[src/rtl/mult_div_unit.sv]
// Iterative 32-bit multiply/divide unit with HI/LO registers.
// Shift-add multiply and restoring divide, one iteration per cycle.
module mult_div_unit (
    input  logic        clk,
    input  logic        reset,
    input  logic        start,
    input  logic [5:0]  fncode,
    input  logic [31:0] op_a,
    input  logic [31:0] op_b,
    output logic        busy,
    output logic        done,
    output logic [31:0] hi,
    output logic [31:0] lo
);

    localparam logic [5:0] FUNCT_MTHI  = 6'h11;
    localparam logic [5:0] FUNCT_MTLO  = 6'h13;
    localparam logic [5:0] FUNCT_MULT  = 6'h18;
    localparam logic [5:0] FUNCT_MULTU = 6'h19;
    localparam logic [5:0] FUNCT_DIV   = 6'h1A;
    localparam logic [5:0] FUNCT_DIVU  = 6'h1B;

    typedef enum logic [1:0] {
        IDLE,
        RUN,
        FINISH
    } state_t;

    state_t      state;
    logic [4:0]  cnt;
    logic [63:0] acc;
    logic [31:0] opnd;
    logic [31:0] a_raw;
    logic        is_div;
    logic        neg_q;
    logic        neg_r;
    logic        div_zero;

    logic        fn_mul;
    logic        fn_div;
    logic        fn_signed;
    logic [31:0] abs_a;
    logic [31:0] abs_b;
    logic [32:0] mul_sum;
    logic [63:0] mul_next;
    logic [32:0] rem;
    logic [33:0] diff;
    logic [63:0] div_next;
    logic [63:0] prod_fix;
    logic [31:0] q_fix;
    logic [31:0] r_fix;

    // Request decode and operand magnitudes for the signed forms
    always_comb begin
        fn_mul    = (fncode == FUNCT_MULT) || (fncode == FUNCT_MULTU);
        fn_div    = (fncode == FUNCT_DIV) || (fncode == FUNCT_DIVU);
        fn_signed = (fncode == FUNCT_MULT) || (fncode == FUNCT_DIV);
        abs_a     = (fn_signed && op_a[31]) ? -op_a : op_a;
        abs_b     = (fn_signed && op_b[31]) ? -op_b : op_b;
    end

    // One iteration step for each algorithm plus final sign correction
    always_comb begin
        mul_sum  = {1'b0, acc[63:32]} + (acc[0] ? {1'b0, opnd} : 33'd0);
        mul_next = {mul_sum, acc[31:1]};
        rem      = {acc[63:32], acc[31]};
        diff     = {1'b0, rem} - {2'b00, opnd};
        div_next = diff[33] ? {rem[31:0], acc[30:0], 1'b0}
                            : {diff[31:0], acc[30:0], 1'b1};
        prod_fix = neg_q ? -acc : acc;
        q_fix    = neg_q ? -acc[31:0] : acc[31:0];
        r_fix    = neg_r ? -acc[63:32] : acc[63:32];
    end

    // Control FSM, iteration datapath and architectural HI/LO
    always_ff @(posedge clk) begin
        if (reset) begin
            state    <= IDLE;
            cnt      <= 5'd0;
            acc      <= 64'd0;
            opnd     <= 32'd0;
            a_raw    <= 32'd0;
            is_div   <= 1'b0;
            neg_q    <= 1'b0;
            neg_r    <= 1'b0;
            div_zero <= 1'b0;
            busy     <= 1'b0;
            done     <= 1'b0;
            hi       <= 32'd0;
            lo       <= 32'd0;
        end else begin
            done <= 1'b0;
            unique case (state)
                IDLE: begin
                    if (start && (fn_mul || fn_div)) begin
                        opnd     <= fn_div ? abs_b : abs_a;
                        acc      <= {32'd0, fn_div ? abs_a : abs_b};
                        a_raw    <= op_a;
                        is_div   <= fn_div;
                        neg_q    <= fn_signed && (op_a[31] ^ op_b[31]);
                        neg_r    <= fn_signed && op_a[31];
                        div_zero <= (op_b == 32'd0);
                        cnt      <= 5'd0;
                        busy     <= 1'b1;
                        state    <= RUN;
                    end else if (start && fncode == FUNCT_MTHI) begin
                        hi <= op_a;
                    end else if (start && fncode == FUNCT_MTLO) begin
                        lo <= op_a;
                    end
                end
                RUN: begin
                    acc <= is_div ? div_next : mul_next;
                    cnt <= cnt + 5'd1;
                    if (cnt == 5'd31) begin
                        state <= FINISH;
                    end
                end
                FINISH: begin
                    if (!is_div) begin
                        hi <= prod_fix[63:32];
                        lo <= prod_fix[31:0];
                    end else if (div_zero) begin
                        hi <= a_raw;
                        lo <= 32'hFFFF_FFFF;
                    end else begin
                        hi <= r_fix;
                        lo <= q_fix;
                    end
                    done  <= 1'b1;
                    busy  <= 1'b0;
                    state <= IDLE;
                end
                default: begin
                    busy  <= 1'b0;
                    state <= IDLE;
                end
            endcase
        end
    end

endmodule

[config.mk]
export PLATFORM = sky130hd
export DESIGN_NAME = mult_div_unit
export DESIGN_NICKNAME = d
export VERILOG_FILES = /design/src/rtl/mult_div_unit.sv
export SDC_FILE = /design/constraint.sdc
export NUM_CORES = 1
export LEC_CHECK = 0
export CAP_MARGIN = 25
export CORE_MARGIN = 2
export CORE_UTILIZATION = 45
export DETAILED_ROUTE_END_ITERATION = 12
export PLACE_DENSITY = 0.65
export SETUP_SLACK_MARGIN = 0.4
export SLEW_MARGIN = 15
export SYNTH_ARGS = -nofsm -noshare
export SYNTH_HDL_FRONTEND = slang
export SYNTH_SLANG_ARGS = --single-unit
export TNS_END_PERCENT = 10
[constraint.sdc]
create_clock -name clk -period 6.5 [get_ports clk]
set_clock_uncertainty 0.2 [all_clocks]
set_input_delay 1.3 -clock clk [delete_from_list [all_inputs] [get_ports clk]]
set_output_delay 1.3 -clock clk [all_outputs]
set_load 0.05 [all_outputs]
==> implementation parameters, run 1 <==
Parameter                              Value

Timing
  RSZ-0062 raised after global routing    false
  Pins Over Slew Limit    0
  Actual transition at the worst max-transition pin    1.03 ns
  Fmax    222 MHz
  Minimum period implied by the final worst setup slack    4.51 ns
  Tightest slew margin relative to the limit    31.3%
  Share of the cycle needed by the critical path after routing    69.3%
  Number of hold violations in the final report    0
  Final setup violation count    0
  Setup Total Neg Slack    0 ns

Finish
  Layout fillers    3585
  Ratio of cells with drive above 1 in the final layout    5.63%
  Final Instance Count excl. Fillers    2744
  Area taken by multi-input logic gates    11700 um2
  Number of nets at the end of the flow    2401
  Area added between synthesis and finish    14.6%
  Register area    4110 um2

CTS
  Insertion delay of the later-clocked pin in the worst-skew pair    0.57 ns
  Total CTS buffers    25
  Clock Sinks    205
  Count of cells resized by post-cts repair    0
  Number of hold buffers added after cts    0
  Maximum buffer depth of the clock tree    3
  Post CTS Setup Buffer Count    0
  TritonCTS clock tree    built
  Clock transition time at the flip-flop clock pins of the worst setup and hold paths    0.06 ns
  Clock Tree Root    clkbuf_16
  CTS HTree Levels    1

Synth
  Library cell with the largest summed area after synthesis    dfxtp_1
  Sequential area share after synthesis    24.5%
  Largest family of logic cells by synthesized area    compound AO/OA/AOI/OAI gates
  Synthesized area per cell    7.43 um2
  Cell variety after synth    89
  Gate count of the mapped netlist    2251
  Area share of the largest cell type after synthesis    24.5%
  Synth Warn #    0
  Post-synth EDFFs    0
  Cell types with the largest area share after synthesis    dfxtp_1 (25%), a21oi_1 (6.8%), nand2_1 (5.7%)
  Synthesized-area fraction occupied by and/or/nand/nor cells    21.1%
  Total nets after synthesis    2396
  Total of flip-flops plus latches after synthesis    205
  Primary FF master, synth    dfxtp_1
  Mapped Area    16700 um2
  Adder-cell share of the synthesized area    5.47%
  Asr flop ratio synth    0%
  Fraction of synthesized cell area in xor and xnor cells    8.80%
  Area fraction in compound gates after synthesis    28.6%
  Post-synthesis mux area share    5.42%

Global route
  Via count of the first global-routing pass    16900
  Overall routing resource usage    33.9%
  Largest net degree at the start of global routing    149
  Number of antenna violations at the first check in global routing    1
  Total congestion overflow after global routing    0
  Global-route wire length before repair    102000 um

Placed design
  GP Congestion    0.984
  Cell count after placement    2696
  DPL Wire Length    49200 um
  Number of port buffers    138

Worst setup path
  RR Endpoint    acc[33]$_SDFFE_PP0P_
  Reg2reg path depth    11
  Slowest stage delay, CP    0.84 ns
  Startpoint of the worst register-to-register path    acc[32]$_SDFFE_PP0P_
  Most numerous cell on the critical path    o21ai_0
  Flop2flop setup slack    1.99 ns
  Setup crit start kind    flop
  Required time reported for the critical path endpoint    6.72 ns
  Maximum fanout encountered on the critical timing path    13
  Critical-path top delay cell    dfxtp_1
  Chain of cells forming the critical path    ha_1 > nor2_1 > a21oi_1 > o21ai_0 > a211oi_1 > o21ai_0 > a31o_2 > o21ai_2 > buf_4 > mux2i_1 > o21ai_0
  Crit path kind    flop to flop
  CP endpoint kind    flop
  Arrival time reported for the critical path endpoint    4.73 ns

Min path
  Source of the worst hold timing path    hi[31]$_SDFFE_PP0P_
  Destination of the worst hold path    hi[31]$_SDFFE_PP0P_
  Hold Crit Depth    2
  Type of the most critical hold path    flop to flop

Route
  Total iterations of the first detailed-routing run    6
  Remaining antenna violation count    0
  Wire per inst    24.5 um
  Initial DRC Count    2380
  DRC Markers    0
  Post-detailed-routing wire length    67200 um
  Routed via count    18000
  Post-DR vias/cell    6.58

Floorplan
  Die Span Y    197 um
  Std-Cell Core Area    36600 um2
  Effective utilization at floorplan    45.7%
  Number of rows in the core area    70
  Die Span X    197 um
  Boundary Pins    139
  Area of the die    38700 um2

Run status
  Outcome    complete, no violations

Power and ir drop
  Total leakage power    0.00732 uW
  Power density over the cells    181 nW/um2
  VDD IR-drop max    0.199 mV

Run
  # Max-Cap Violations    0
[layout by cell type (no fill, tap or decap), types with 10 or more instances in the layout]
cell type        synthesis  final
o211ai_1                28     28
buf_4                    1     29
inv_1                   63     63
xor2_1                  68     68
dfxtp_1                205    203
a211oi_1                60     60
xnor2_1                100    100
o31ai_1                 24     24
a21oi_1                228    228
a222oi_1                26     26
ha_1                    70     70
o21ai_0                117    117
clkbuf_16                0     26
clkdlybuf4s50_1          0    137
and2_1                  12     12
a21o_1                  35     35
mux2i_1                 76     76
mux2_2                  13     13
nand3_1                 37     36
or3_1                   15     15
nor2_1                 218    215
o41ai_1                 10     10
nand4_1                 16     16
a31oi_1                 23     23
nand2_1                255    255
nand2b_1                28     28
o221ai_1                47     47
nor4_1                  17     17
nor3_1                  51     50
and3_1                  15     14
nor2b_1                 17     15
a221oi_1                10     10
or4_1                   14     14
a311oi_1                14     14
a22oi_1                 23     23
[worst max path at each step]
stage	startpoint	end	slack, ns	cells past startpoint
floorplan	op_b[9]	acc[18]$_SDFFE_PP0P_	2.68	8
global placement	fncode[4]	acc[18]$_SDFFE_PP0P_	1.57	10
detailed placement	fncode[4]	acc[18]$_SDFFE_PP0P_	1.48	10
CTS	fncode[4]	acc[18]$_SDFFE_PP0P_	2.08	10
global route	acc[32]$_SDFFE_PP0P_	acc[42]$_SDFFE_PP0P_	1.76	11
finish	acc[32]$_SDFFE_PP0P_	acc[33]$_SDFFE_PP0P_	1.99	11
[registers in the layout, summed over array words and instances, names as in the netlist]
name      count
opnd         32
cnt           5
neg_q         1
hi           32
busy          1
acc          64
state         2
a_raw        32
done          1
is_div        1
neg_r         1
div_zero      1
lo           32
[worst max-delay path: cells and delay by family, from the launching register on]
kind | cells | cell delay [ns]
compound gates | 7 | 2.36
fa+ha+maj | 1 | 0.28
buf+inv | 1 | 0.39
flops | 1 | 0.84
mux | 1 | 0.22
simple gates | 1 | 0.05
[metrics by stage]
step                util, %  cell area, um2  hold slack (ns)  worst slack [ns]  total power, uW
global route           52.4           19200            0.263              1.76             3570
detailed placement     49.7           18200            0.245              1.48             1850
finish                 52.4           19200            0.252              1.99             3480
global placement       49.7           18200            0.240              1.57             1850
floorplan                 -           16700            0.228              2.68             1650
CTS                    52.3           19100            0.253              2.08             3460
[cell usage after synthesis (all sizes together) (25+ instances only)]
master,instances
a211oi,60
a21o,35
o211ai,28
nand3,37
xor2,68
nand2b,28
ha,70
nor3,52
xnor2,100
a21oi,228
o31ai,25
clkbuf,158
mux2i,76
buf,32
o221ai,47
o21ai,120
nand2,256
a222oi,26
inv,63
nor2,218
dfxtp,205
[logic make-up after synthesis]
group           after synthesis
xor+xnor                    168
buf+inv                     255
fa+ha+maj                    72
flops                       205
mux                          89
compound gates              722
simple gates                740
[cell type report]
| type | count | share of cell area, % |
|---|---|---|
| multi-input combinational | 1791 | 60.8 |
| clock buffer | 34 | 3.71 |
| inverter | 65 | 1.27 |
| antenna | 1 | 0.0131 |
| tap | 468 | 3.05 |
| clock inverter | 12 | 1.22 |
| timing repair buffer | 168 | 8.54 |
| sequential | 205 | 21.4 |
[layer usage]
metal  vias to the layer above  routed length [um]  track usage [%]
met5                         -                   0                0
met3                       197                6120             5.08
met1                      8588               27400             45.2
met4                         0                3960             17.4
li1                       8261                   -                -
met2                      1003               29700             53.2
[report_power, final]
group	total, uW	switching, uW	internal [uW]
combinational	555	359	196
clock	1630	619	1010
sequential	1290	23.0	1270
No activity file was read; power rests on OpenSTA's default activity.
==> inputs of run 2 (changes only) <==
==> constraint.sdc (replaced) <==
create_clock -name clk -period 4.2 [get_ports clk]
set_clock_uncertainty 0.2 [all_clocks]
set_input_delay 0.84 -clock clk [delete_from_list [all_inputs] [get_ports clk]]
set_output_delay 0.84 -clock clk [all_outputs]
set_load 0.05 [all_outputs]
==> implementation parameters, run 2 (synthesized netlist as in run 1, its figures left out) <==
Parameter                              Value

Timing
  Actual transition at the worst max-transition pin    0.923 ns (-0.108 ns)
  Fmax    265 MHz
  Share of the cycle needed by the critical path after routing    89.8%
  Minimum period implied by the final worst setup slack    3.77 ns
  Final setup violation count    0 (unchanged)
  Tightest slew margin relative to the limit    38.0% (+6.7 points)
  WHS    0.253 ns (+0.000605 ns)
  Setup Total Neg Slack    0 ns (unchanged)
  Number of hold violations in the final report    0 (unchanged)
  RSZ-0062 raised after global routing    true
  Pins Over Slew Limit    0 (unchanged)

Finish
  Final antenna diode count    0 (-1)
  Number of flip-flops in the largest register    64 (unchanged)
  Area added between synthesis and finish    18.4%
  Register with the highest flop count    acc
  Number of nets at the end of the flow    2501 (+4.2%)
  Leading cell types in the layout, fill and taps excluded    nand2_1 (255), a21oi_1 (228), nor2_1 (215)
  Most common library cell in the layout ignoring fill and taps    nand2_1
  Ratio of cells with drive above 1 in the final layout    9.78% (+4.2 points)
  Utilization after layout    54.1% (+1.7 points)

Run status
  Outcome    complete, no violations

Placed design
  GP Congestion    0.960 (-2.5%)
  Number of port buffers    138 (unchanged)
  DPL Wire Length    52900 um (+7.6%)

Worst setup path
  Slowest stage delay, CP    0.77 ns (-0.07 ns)
  CP endpoint kind    flop
  Required time reported for the critical path endpoint    4.48 ns (-2.24 ns)
  Top delay family on crit path    simple AND/OR/NAND/NOR gates
  Maximum fanout encountered on the critical timing path    6 (-7)
  Startpoint of the worst register-to-register path    opnd[0]$_SDFFE_PP0P_
  Crit path kind    primary input to flop
  RR Endpoint    acc[62]$_SDFFE_PP0P_
  Flop2flop setup slack    0.50 ns (-1.49 ns)
  Setup crit start kind    primary input
  Critical-path top delay cell    nor3_1
  Chain of cells forming the critical path    clkdlybuf4s50_1 > or4_1 > nor3_1 > and3_1 > a21oi_1 > xor2_1 > mux2i_1 > o221ai_1
  Reg2reg path depth    12 (+1)
  Combined buffer and inverter count along the critical path    1 (unchanged)
  Arrival time reported for the critical path endpoint    4.06 ns (-0.67 ns)

Floorplan
  Die Span X    197 um (unchanged)
  Area of the die    38700 um2 (unchanged)
  Effective utilization at floorplan    45.7% (unchanged)
  Die Span Y    197 um (unchanged)
  Boundary Pins    139 (unchanged)
  Number of rows in the core area    70 (unchanged)
  Std-Cell Core Area    36600 um2 (unchanged)

Min path
  Source of the worst hold timing path    lo[4]$_SDFFE_PP0P_
  Type of the most critical hold path    flop to flop
  Hold Crit Depth    2 (unchanged)
  Destination of the worst hold path    lo[4]$_SDFFE_PP0P_

Run
  # Max-Cap Violations    0 (unchanged)

Route
  Total iterations of the first detailed-routing run    6 (unchanged)
  Initial DRC Count    1768 (-26%)
  Wire per inst    24.8 um (+1.2%)
  Routed via count    18200 (+0.86%)
  Remaining antenna violation count    0 (unchanged)
  DRC Markers    0 (unchanged)
  Post-DR vias/cell    6.41 (-2.5%)
  Post-detailed-routing wire length    70400 um (+4.8%)

Global route
  Via count of the first global-routing pass    17500 (+3.3%)
  Global-route wire length before repair    105000 um (+3.0%)
  Total congestion overflow after global routing    0 (unchanged)
  Overall routing resource usage    35.5% (+1.6 points)
  Largest net degree at the start of global routing    146 (-2.0%)
  Number of antenna violations at the first check in global routing    1 (unchanged)

Power and ir drop
  Total chip power    5080 uW (+46%)
  Total leakage power    0.00776 uW (+6.0%)
  Power density over the cells    256 nW/um2 (+41%)
  VDD IR-drop max    0.246 mV (+24%)

CTS
  CTS HTree Levels    1 (unchanged)
  Maximum buffer depth of the clock tree    3 (unchanged)
  Insertion delay of the later-clocked pin in the worst-skew pair    0.58 ns (about the same)
  Clock transition time at the flip-flop clock pins of the worst setup and hold paths    0.06 ns (about the same)
  Clock Tree Root    clkbuf_16
  Number of hold buffers added after cts    0 (unchanged)
  Clock Sinks    205 (unchanged)
  Total CTS buffers    25 (unchanged)
  TritonCTS clock tree    built
## run 2: worst register-to-register path, stage by stage, from the launching register on
cell and delay, ns:
dfxtp_1 0.41, ha_1 0.21, inv_1 0.06, fa_1 0.41
a21o_1 0.26, a22oi_1 0.20, a21oi_1 0.19, a31oi_1 0.38
o21ai_0 0.24, a211oi_1 0.36, xnor2_1 0.11, mux2_2 0.27
a211o_1 0.29
## run 2: per-stage QoR
| stage | setup slack [ns] | instance area [um2] | instances |
|---|---|---|---|
| final | 0.427 | 19800 | 2840 |
| after global routing | 0.324 | 19800 | 2840 |
| after CTS | 0.393 | 19700 | 2836 |
| after detailed placement | 0.0521 | 19000 | 2793 |
| after global placement | 0.0702 | 19000 | 2793 |
| after floorplan | 0.845 | 16700 | 2251 |
## run 2: final cells by class
type | instances | area [um2]
Fill cell | 3542 | 16800
Multi-Input combinational cell | 1791 | 11700
Sequential cell | 205 | 4110
Timing Repair Buffer | 268 | 2400
Clock buffer | 35 | 693
Tap cell | 468 | 586
Inverter | 65 | 248
Clock inverter | 8 | 82.6
## run 2: worst max path at each step
stage | from | to | cells past startpoint
after CTS | acc[0]$_SDFFE_PP0P_ | acc[62]$_SDFFE_PP0P_ | 13
after global routing | opnd[0]$_SDFFE_PP0P_ | acc[62]$_SDFFE_PP0P_ | 12
after floorplan | op_b[9] | acc[18]$_SDFFE_PP0P_ | 8
after detailed placement | op_a[12] | acc[18]$_SDFFE_PP0P_ | 8
after global placement | op_a[15] | opnd[21]$_SDFFE_PP0P_ | 8
final | op_a[15] | acc[23]$_SDFFE_PP0P_ | 8
## run 2: metal layers
metal  global-route usage (%)  vias to the layer above  wire length, um  share of wire [%]
li1                         -                     8433                -                  -
met1                     45.8                     8663            28600                 41
met2                     56.8                      885            31400                 45
met3                     6.54                      222             6170                8.8
met4                     18.0                        2             4190                5.9
met5                        0                        -               11              0.016
## run 2: timing repair
action                                  CTS  global route
pin swaps                                 0             2
gates resized for setup                   1            11
setup buffers                             0             3
endpoints found under the hold margin     0             0
endpoints found under the setup margin    4            22
## run 2: report_power, final
| part | total, uW | switching (uW) | internal (uW) | leakage, uW |
|---|---|---|---|---|
| Combinational | 944 | 587 | 357 | 0.00573 |
| Sequential | 2000 | 29.9 | 1970 | 0.00165 |
| Clock | 2140 | 928 | 1210 | 0.000382 |
